File: src/rtl/cmd_pkg.sv
// Shared command-path definitions: packet layout, framing constants and
// the state encodings used by the UART receive front end.
// Optional build macro: CMD_CHECKSUM_EN adds a trailing XOR checksum byte
// to every command frame.
package cmd_pkg;

    typedef struct packed {
        logic [7:0] opcode;
        logic [7:0] addr;
        logic [7:0] data;
    } cmd_packet_t;

    localparam logic [7:0] CMD_SYNC     = 8'hA5;
    localparam logic [7:0] CMD_OP_READ  = 8'h52;
    localparam logic [7:0] CMD_OP_WRITE = 8'h57;

    typedef enum logic [1:0] {
        RX_IDLE,
        RX_START,
        RX_DATA,
        RX_STOP
    } rx_state_t;

    typedef enum logic [2:0] {
        P_HUNT,
        P_OPC,
        P_ADDR,
        P_DATA,
`ifdef CMD_CHECKSUM_EN
        P_CSUM,
`endif
        P_PUSH
    } parse_state_t;

    // Frame check byte: XOR of the three payload bytes.
    function automatic logic [7:0] cmd_checksum(input logic [7:0] opcode,
                                                input logic [7:0] addr,
                                                input logic [7:0] data);
        return opcode ^ addr ^ data;
    endfunction

endpackage

File: src/rtl/uart_rx.sv
// UART receiver: 2-flop synchroniser plus an oversampled 8N1 bit engine.
// Emits a one-cycle byte_valid with byte_data, or a one-cycle frame_err
// when the stop bit is sampled low.
module uart_rx
    import cmd_pkg::*;
#(
    parameter int OVERSAMPLE = 16
) (
    input  logic       clk,
    input  logic       rst,
    input  logic       baud_x16_tick,
    input  logic       rx,
    output logic       byte_valid,
    output logic [7:0] byte_data,
    output logic       frame_err
);

    localparam int CNT_W = $clog2(OVERSAMPLE);
    localparam logic [CNT_W-1:0] HALF_LAST = CNT_W'(OVERSAMPLE / 2 - 1);
    localparam logic [CNT_W-1:0] FULL_LAST = CNT_W'(OVERSAMPLE - 1);

    logic             rx_meta;
    logic             rx_sync;
    rx_state_t        state;
    rx_state_t        state_next;
    logic [CNT_W-1:0] tick_cnt;
    logic [CNT_W-1:0] tick_cnt_next;
    logic [2:0]       bit_idx;
    logic [2:0]       bit_idx_next;
    logic [7:0]       shift_q;
    logic [7:0]       shift_next;
    logic             byte_valid_next;
    logic             frame_err_next;

    // Bring the asynchronous line into the clk domain; idle-high reset value
    // keeps a reset from looking like a start bit.
    always_ff @(posedge clk) begin
        if (rst) begin
            rx_meta <= 1'b1;
            rx_sync <= 1'b1;
        end else begin
            rx_meta <= rx;
            rx_sync <= rx_meta;
        end
    end

    // Bit engine state, counters, shift register and registered strobes.
    always_ff @(posedge clk) begin
        if (rst) begin
            state      <= RX_IDLE;
            tick_cnt   <= '0;
            bit_idx    <= '0;
            shift_q    <= '0;
            byte_valid <= 1'b0;
            frame_err  <= 1'b0;
        end else begin
            state      <= state_next;
            tick_cnt   <= tick_cnt_next;
            bit_idx    <= bit_idx_next;
            shift_q    <= shift_next;
            byte_valid <= byte_valid_next;
            frame_err  <= frame_err_next;
        end
    end

    // Everything advances only on oversample ticks; samples land mid-bit
    // because the start bit is re-checked half a bit after the edge.
    always_comb begin
        state_next      = state;
        tick_cnt_next   = tick_cnt;
        bit_idx_next    = bit_idx;
        shift_next      = shift_q;
        byte_valid_next = 1'b0;
        frame_err_next  = 1'b0;
        if (baud_x16_tick) begin
            case (state)
                RX_IDLE: begin
                    if (!rx_sync) begin
                        state_next    = RX_START;
                        tick_cnt_next = '0;
                    end
                end
                RX_START: begin
                    if (tick_cnt == HALF_LAST) begin
                        tick_cnt_next = '0;
                        bit_idx_next  = '0;
                        state_next    = rx_sync ? RX_IDLE : RX_DATA;
                    end else begin
                        tick_cnt_next = tick_cnt + 1'b1;
                    end
                end
                RX_DATA: begin
                    if (tick_cnt == FULL_LAST) begin
                        tick_cnt_next = '0;
                        shift_next    = {rx_sync, shift_q[7:1]};
                        if (bit_idx == 3'd7) begin
                            state_next = RX_STOP;
                        end else begin
                            bit_idx_next = bit_idx + 3'd1;
                        end
                    end else begin
                        tick_cnt_next = tick_cnt + 1'b1;
                    end
                end
                RX_STOP: begin
                    if (tick_cnt == FULL_LAST) begin
                        tick_cnt_next   = '0;
                        state_next      = RX_IDLE;
                        byte_valid_next = rx_sync;
                        frame_err_next  = !rx_sync;
                    end else begin
                        tick_cnt_next = tick_cnt + 1'b1;
                    end
                end
                default: state_next = RX_IDLE;
            endcase
        end
    end

    assign byte_data = shift_q;

endmodule

File: src/rtl/uart_cmd_rx.sv
// Inbound command front end: frames UART bytes into cmd_packet_t commands
// and writes each legal one into the command FIFO. Malformed, timed-out and
// unbufferable frames are dropped and counted in a saturating drop_cnt.
// Optional build macro: CMD_CHECKSUM_EN (five-byte frame with XOR check).
module uart_cmd_rx
    import cmd_pkg::*;
#(
    parameter int OVERSAMPLE    = 16,
    parameter int TIMEOUT_TICKS = 2560
) (
    input  logic        clk,
    input  logic        rst,
    input  logic        baud_x16_tick,
    input  logic        rx,
    input  logic        cmd_fifo_full,
    output cmd_packet_t cmd_fifo_wr_data,
    output logic        cmd_fifo_wr_en,
    output logic        frame_err,
    output logic [7:0]  drop_cnt
);

    localparam int TMO_W = $clog2(TIMEOUT_TICKS + 1);
    localparam logic [TMO_W-1:0] TMO_LAST = TMO_W'(TIMEOUT_TICKS - 1);

    logic         byte_valid;
    logic [7:0]   byte_data;
    parse_state_t state;
    parse_state_t state_next;
    logic [TMO_W-1:0] tmo_cnt;
    logic         timeout;
    logic         drop_inc;
    logic         load_op;
    logic         load_addr;
    logic         load_pkt;
    logic [7:0]   op_q;
    logic [7:0]   addr_q;
    cmd_packet_t  pkt_next;
`ifdef CMD_CHECKSUM_EN
    logic         load_data;
    logic [7:0]   data_q;
`endif

    uart_rx #(
        .OVERSAMPLE(OVERSAMPLE)
    ) u_uart_rx (
        .clk          (clk),
        .rst          (rst),
        .baud_x16_tick(baud_x16_tick),
        .rx           (rx),
        .byte_valid   (byte_valid),
        .byte_data    (byte_data),
        .frame_err    (frame_err)
    );

    // Parser state register.
    always_ff @(posedge clk) begin
        if (rst) begin
            state <= P_HUNT;
        end else begin
            state <= state_next;
        end
    end

    // Inter-byte timer: runs only while a frame is open, restarts per byte.
    always_ff @(posedge clk) begin
        if (rst || state == P_HUNT || byte_valid) begin
            tmo_cnt <= '0;
        end else if (baud_x16_tick) begin
            tmo_cnt <= tmo_cnt + 1'b1;
        end
    end

    assign timeout = (state != P_HUNT) && (state != P_PUSH) &&
                     baud_x16_tick && (tmo_cnt == TMO_LAST);

    // Next-state and strobes; frame errors and timeouts override the byte
    // handling, but a byte arriving with a timeout still wins.
    always_comb begin
        state_next     = state;
        cmd_fifo_wr_en = 1'b0;
        drop_inc       = 1'b0;
        load_op        = 1'b0;
        load_addr      = 1'b0;
        load_pkt       = 1'b0;
`ifdef CMD_CHECKSUM_EN
        load_data      = 1'b0;
`endif
        case (state)
            P_HUNT: begin
                if (byte_valid && byte_data == CMD_SYNC) begin
                    state_next = P_OPC;
                end
            end
            P_OPC: begin
                if (byte_valid) begin
                    if (byte_data == CMD_OP_READ || byte_data == CMD_OP_WRITE) begin
                        load_op    = 1'b1;
                        state_next = P_ADDR;
                    end else begin
                        drop_inc   = 1'b1;
                        state_next = P_HUNT;
                    end
                end
            end
            P_ADDR: begin
                if (byte_valid) begin
                    load_addr  = 1'b1;
                    state_next = P_DATA;
                end
            end
            P_DATA: begin
                if (byte_valid) begin
`ifdef CMD_CHECKSUM_EN
                    load_data  = 1'b1;
                    state_next = P_CSUM;
`else
                    load_pkt   = 1'b1;
                    state_next = P_PUSH;
`endif
                end
            end
`ifdef CMD_CHECKSUM_EN
            P_CSUM: begin
                if (byte_valid) begin
                    if (byte_data == cmd_checksum(op_q, addr_q, data_q)) begin
                        load_pkt   = 1'b1;
                        state_next = P_PUSH;
                    end else begin
                        drop_inc   = 1'b1;
                        state_next = P_HUNT;
                    end
                end
            end
`endif
            P_PUSH: begin
                if (cmd_fifo_full) begin
                    drop_inc = 1'b1;
                end else begin
                    cmd_fifo_wr_en = 1'b1;
                end
                state_next = P_HUNT;
            end
            default: state_next = P_HUNT;
        endcase

        if (frame_err) begin
            if (state != P_HUNT && state != P_PUSH) begin
                drop_inc = 1'b1;
            end
            state_next = P_HUNT;
        end else if (timeout && !byte_valid) begin
            drop_inc   = 1'b1;
            state_next = P_HUNT;
        end
    end

`ifdef CMD_CHECKSUM_EN
    assign pkt_next = '{opcode: op_q, addr: addr_q, data: data_q};
`else
    assign pkt_next = '{opcode: op_q, addr: addr_q, data: byte_data};
`endif

    // Field capture; the output packet only changes when a frame commits,
    // so it stays stable across the write strobe and until the next commit.
    always_ff @(posedge clk) begin
        if (rst) begin
            op_q             <= '0;
            addr_q           <= '0;
            cmd_fifo_wr_data <= '0;
`ifdef CMD_CHECKSUM_EN
            data_q           <= '0;
`endif
        end else begin
            if (load_op) begin
                op_q <= byte_data;
            end
            if (load_addr) begin
                addr_q <= byte_data;
            end
`ifdef CMD_CHECKSUM_EN
            if (load_data) begin
                data_q <= byte_data;
            end
`endif
            if (load_pkt) begin
                cmd_fifo_wr_data <= pkt_next;
            end
        end
    end

    // Saturating discard counter, cleared only by reset.
    always_ff @(posedge clk) begin
        if (rst) begin
            drop_cnt <= '0;
        end else if (drop_inc && drop_cnt != 8'hFF) begin
            drop_cnt <= drop_cnt + 8'd1;
        end
    end

endmodule
File: config.mk
export PLATFORM = sky130hd
export DESIGN_NAME = uart_cmd_rx
export DESIGN_NICKNAME = d
export VERILOG_FILES = /design/src/rtl/cmd_pkg.sv /design/src/rtl/uart_rx.sv /design/src/rtl/uart_cmd_rx.sv
export SDC_FILE = /design/constraint.sdc
export NUM_CORES = 1
export LEC_CHECK = 0
export ABC_AREA = 0
export CAP_MARGIN = 10
export CORE_ASPECT_RATIO = 0.75
export CORE_MARGIN = 4
export CORE_UTILIZATION = 45
export CTS_CLUSTER_SIZE = 14
export DETAILED_ROUTE_END_ITERATION = 7
export GPL_TIMING_DRIVEN = 0
export PLACE_DENSITY = 0.68
export SLEW_MARGIN = 0
export SYNTH_ARGS = -nofsm -noshare
export SYNTH_HDL_FRONTEND = slang
export SYNTH_HIERARCHICAL = 1
export SYNTH_SLANG_ARGS = --single-unit
File: constraint.sdc
create_clock -name clk -period 1.9 [get_ports clk]
set_input_delay 0.19 -clock clk [delete_from_list [all_inputs] [get_ports clk]]
set_output_delay 0.19 -clock clk [all_outputs]
set_load 0.02 [all_outputs]
==> key figures <==
Run status
  – Status: complete, no violations

Cells and area
  – Post-route design area: 0.00419 mm²
  – Commonest non-fill, non-tap cell in the layout: dfxtp_1
  – Fin nets: 450
  – Most frequent cells in the layout: dfxtp_1, nand2_1, nor2_1
  – Fill count: 703
  – Footprint of the multi-input gates: 0.00175 mm²
  – Register area: 0.00169 mm²
  – Fin util: 56.2%
  – # diodes: 0
  – Share of post-route cells with drive strength above 1: 11.3%
  – Area grow syn2layout: 19.8%

Synth
  – Synth async-reset ratio: 0%
  – Synthesis-stage register bit count: 84
  – Count of cell types in the netlist: 55
  – Avg Inst Size Synth: 8.95 µm²
  – Area leader, netlist: dfxtp_1
  – Area share of the largest cell type after synthesis: 48.1%
  – Synthesized Nets: 401
  – Ys Warns: 6
  – Post-synthesis sequential area ratio: 48.1%
  – Post-Synthesis Cells: 391
  – Post-synth top flop: dfxtp_1
  – EDFF count, synth: 0
  – Synthesized area: 0.00350 mm²
  – Area contributors post-synth: dfxtp_1, nand2_1, mux2i_1, nor2_1, a21oi_1

Worst setup path
  – Critical Path Fanout Max: 9
  – Worst R2R Start: tmo_cnt[0]
  – R2R setup slack: 0.09 ns
  – R2R depth: 6
  – Data required time of the worst path: 2.18 ns
  – Delay of the slowest cell on the worst path: 0.52 ns
  – R2r endpoint: drop_cnt[4]
  – Critical Path AT: 2.09 ns
  – Crit path capture type: register
  – CP Class: reg -> reg
  – Crit path cell chain: ha_2, o211a_1, and4_4, a211oi_4, or4_1, a21oi_1
  – Crit path launch type: register
  – Slowest CP cell: or4_1

STA
  – Max Fclk: 0.551 GHz
  – Max transition margin: 64.9%
  – Final Hold Viols: 0
  – Setup TNS: 0 ns
  – Worst setup margin: 0.0867 ns
  – Final setup vio count: 0
  – Period minus WS final: 1.81 ns
  – Final Cycle Share: 95.4%
  – Unrepaired setup endpoints after global routing: no
  – Measured slew at the worst slew-check pin: 0.527 ns
  – Setup Skew: 0.0122 ns
  – Slew Viols, Final: 0

Clocking
  – Maximum clock insertion buffer count: 2
  – Total clock buffers created by CTS: 9
  – Clock-pin transition on the worst setup and hold timing paths: 0.08 ns
  – Root Driver: clkbuf_8
  – Max H-tree Level: 3
  – Post-CTS Setup Inserts: 0
  – Worst-Skew Late Latency: 0.35 ns
  – CTS tree: yes
  – CTS Hold Bufs: 0
  – CTS Sinks: 84

Routing
  – Pre-antenna DRT Iters: 4
  – DRC: 0
  – Vias: 2,751
  – Final wirelength: 7050 µm
  – Wire per inst: 13.0 µm
  – Vias per inst: 5.06
  – Initial DRC count: 64
  – Antenna-violating nets left: 0

Global route
  – Number of global-route vias before repair: 2,622
  – Global-route wire length before repair: 12,000 µm
  – Remaining Overflow, GRT: 0
  – Pin count of the biggest net entering global routing: 15
  – Initial antenna violation count: 0
  – All-Layer GR Usage: 16.3%

Worst hold path
  – Hold path startpoint: rx
  – Hold Path End: u_uart_rx/rx_meta
  – Hold WC Path Type: in -> reg
  – Hold path cells: 2

Floorplanning
  – Site row count: 27
  – Die area: 0.00927 mm²
  – Die Ht: 84.4 µm
  – I/O pin count: 39
  – Die width: 110 µm
  – CORE AREA: 0.00747 mm²
  – Initial core utilization: 46.9%

Placement
  – Place WS: -0.538 ns
  – Placed Area: 0.00401 mm²
  – IO Port Bufs: 38
  – Hpwl dp: 5160 µm
  – GPL Wtd Cong: 0.808

Power
  – Pwr Density: 687 mW/mm²
  – Static Leak: 1.46 nW
  – Peak VDD IR: 0.000422 V

Run
  – Max capacitance violation total: 0
==> per-layer routing <==
metal	wire length [µm]	share of wire [%]	track usage (%)
met5	0	0	0
met4	33	0.47	3.62
met1	3630	52	22.3
met3	299	4.2	5.69
met2	3080	44	24.8
==> cells in the mapped netlist (all sizes together), types with 3 or more instances <==
cell type and count:
and3b 3, mux2i 25, nor4b 3, nor4bb 3, clkbuf 14, nor3 7, buf 5, inv 4
xnor2 5, and4 4, o31ai 3, nand2 69, nand3 10, dfxtp 84, or3 5, a21oi 36
and2 7, nor2 50, xor2 8, ha 5, nand4 6, o21ai 6
==> how the worst max path moves through the flow <==
stage                        startpoint           to  cells past startpoint
final                        tmo_cnt[0]  drop_cnt[4]                      6
after global routing      baud_x16_tick  drop_cnt[4]                      6
after CTS                    tmo_cnt[1]  drop_cnt[4]                      6
after detailed placement  baud_x16_tick  drop_cnt[4]                      6
after global placement    baud_x16_tick  drop_cnt[4]                      6
after floorplan             drop_cnt[0]  drop_cnt[5]                      6
==> logic make-up (layout without fill, tap and decap cells) <==
family	after synthesis	count (layout)	share of synthesized area, %
AND/OR/NAND/NOR	183	183	26.5
XOR/XNOR	13	13	3.25
flip-flops	84	84	48.1
multiplexers	26	26	7.47
AO/OA/AOI/OAI	57	57	10.3
buffers and inverters	23	75	2.61
adder cells (fa/ha/maj)	5	5	1.79
==> flip-flops by register name, indices dropped and copies added (netlist names), named ones only <==
register and cells:
state 3, addr_q 8, u_uart_rx/rx_meta 1, drop_cnt 8, u_uart_rx/state 1, cmd_fifo_wr_data 24, op_q 8, u_uart_rx/bit_idx 3
u_uart_rx/tick_cnt 4, u_uart_rx/frame_err 1, u_uart_rx/rx_sync 1, tmo_cnt 12, u_uart_rx/byte_data 8, u_uart_rx/byte_valid 1
==> stage by stage <==
stage	hold slack (ns)	instances	power (mW)
finish	0.394	544	2.88
global route	0.377	544	3.01
CTS	0.383	544	2.91
detailed placement	0.403	530	1.87
global placement	0.393	530	1.86
floorplan	0.294	391	1.84
==> layout make-up <==
type / instances / area share (%)
Multi-Input combinational cell: 284 / 41.7
Clock buffer: 9 / 2.95
Clock inverter: 5 / 0.746
Inverter: 4 / 0.358
Timing Repair Buffer: 38 / 9.01
Sequential cell: 84 / 40.3
Buffer: 19 / 1.91
Tap cell: 101 / 3.01
==> what timing repair did <==
item | 4_1_cts | 5_1_grt
gates resized for setup | 5 | 13
pin swaps | 0 | 1
setup endpoints to repair | 20 | 23
==> critical path: cells and delay by family (launching register included) <==
| family | cells | cell delay (ns) |
|---|---|---|
| compound gates | 3 | 0.39 |
| fa+ha+maj | 1 | 0.21 |
| flops | 1 | 0.38 |
| simple gates | 2 | 0.77 |
==> where the power goes <==
part | switching, mW | internal [mW] | leakage (nW)
Clock | 0.605 | 0.455 | 0.0807
Combinational | 0.0403 | 0.0178 | 0.698
Sequential | 0.00297 | 1.76 | 0.680
(Power assumes the default switching activity.)
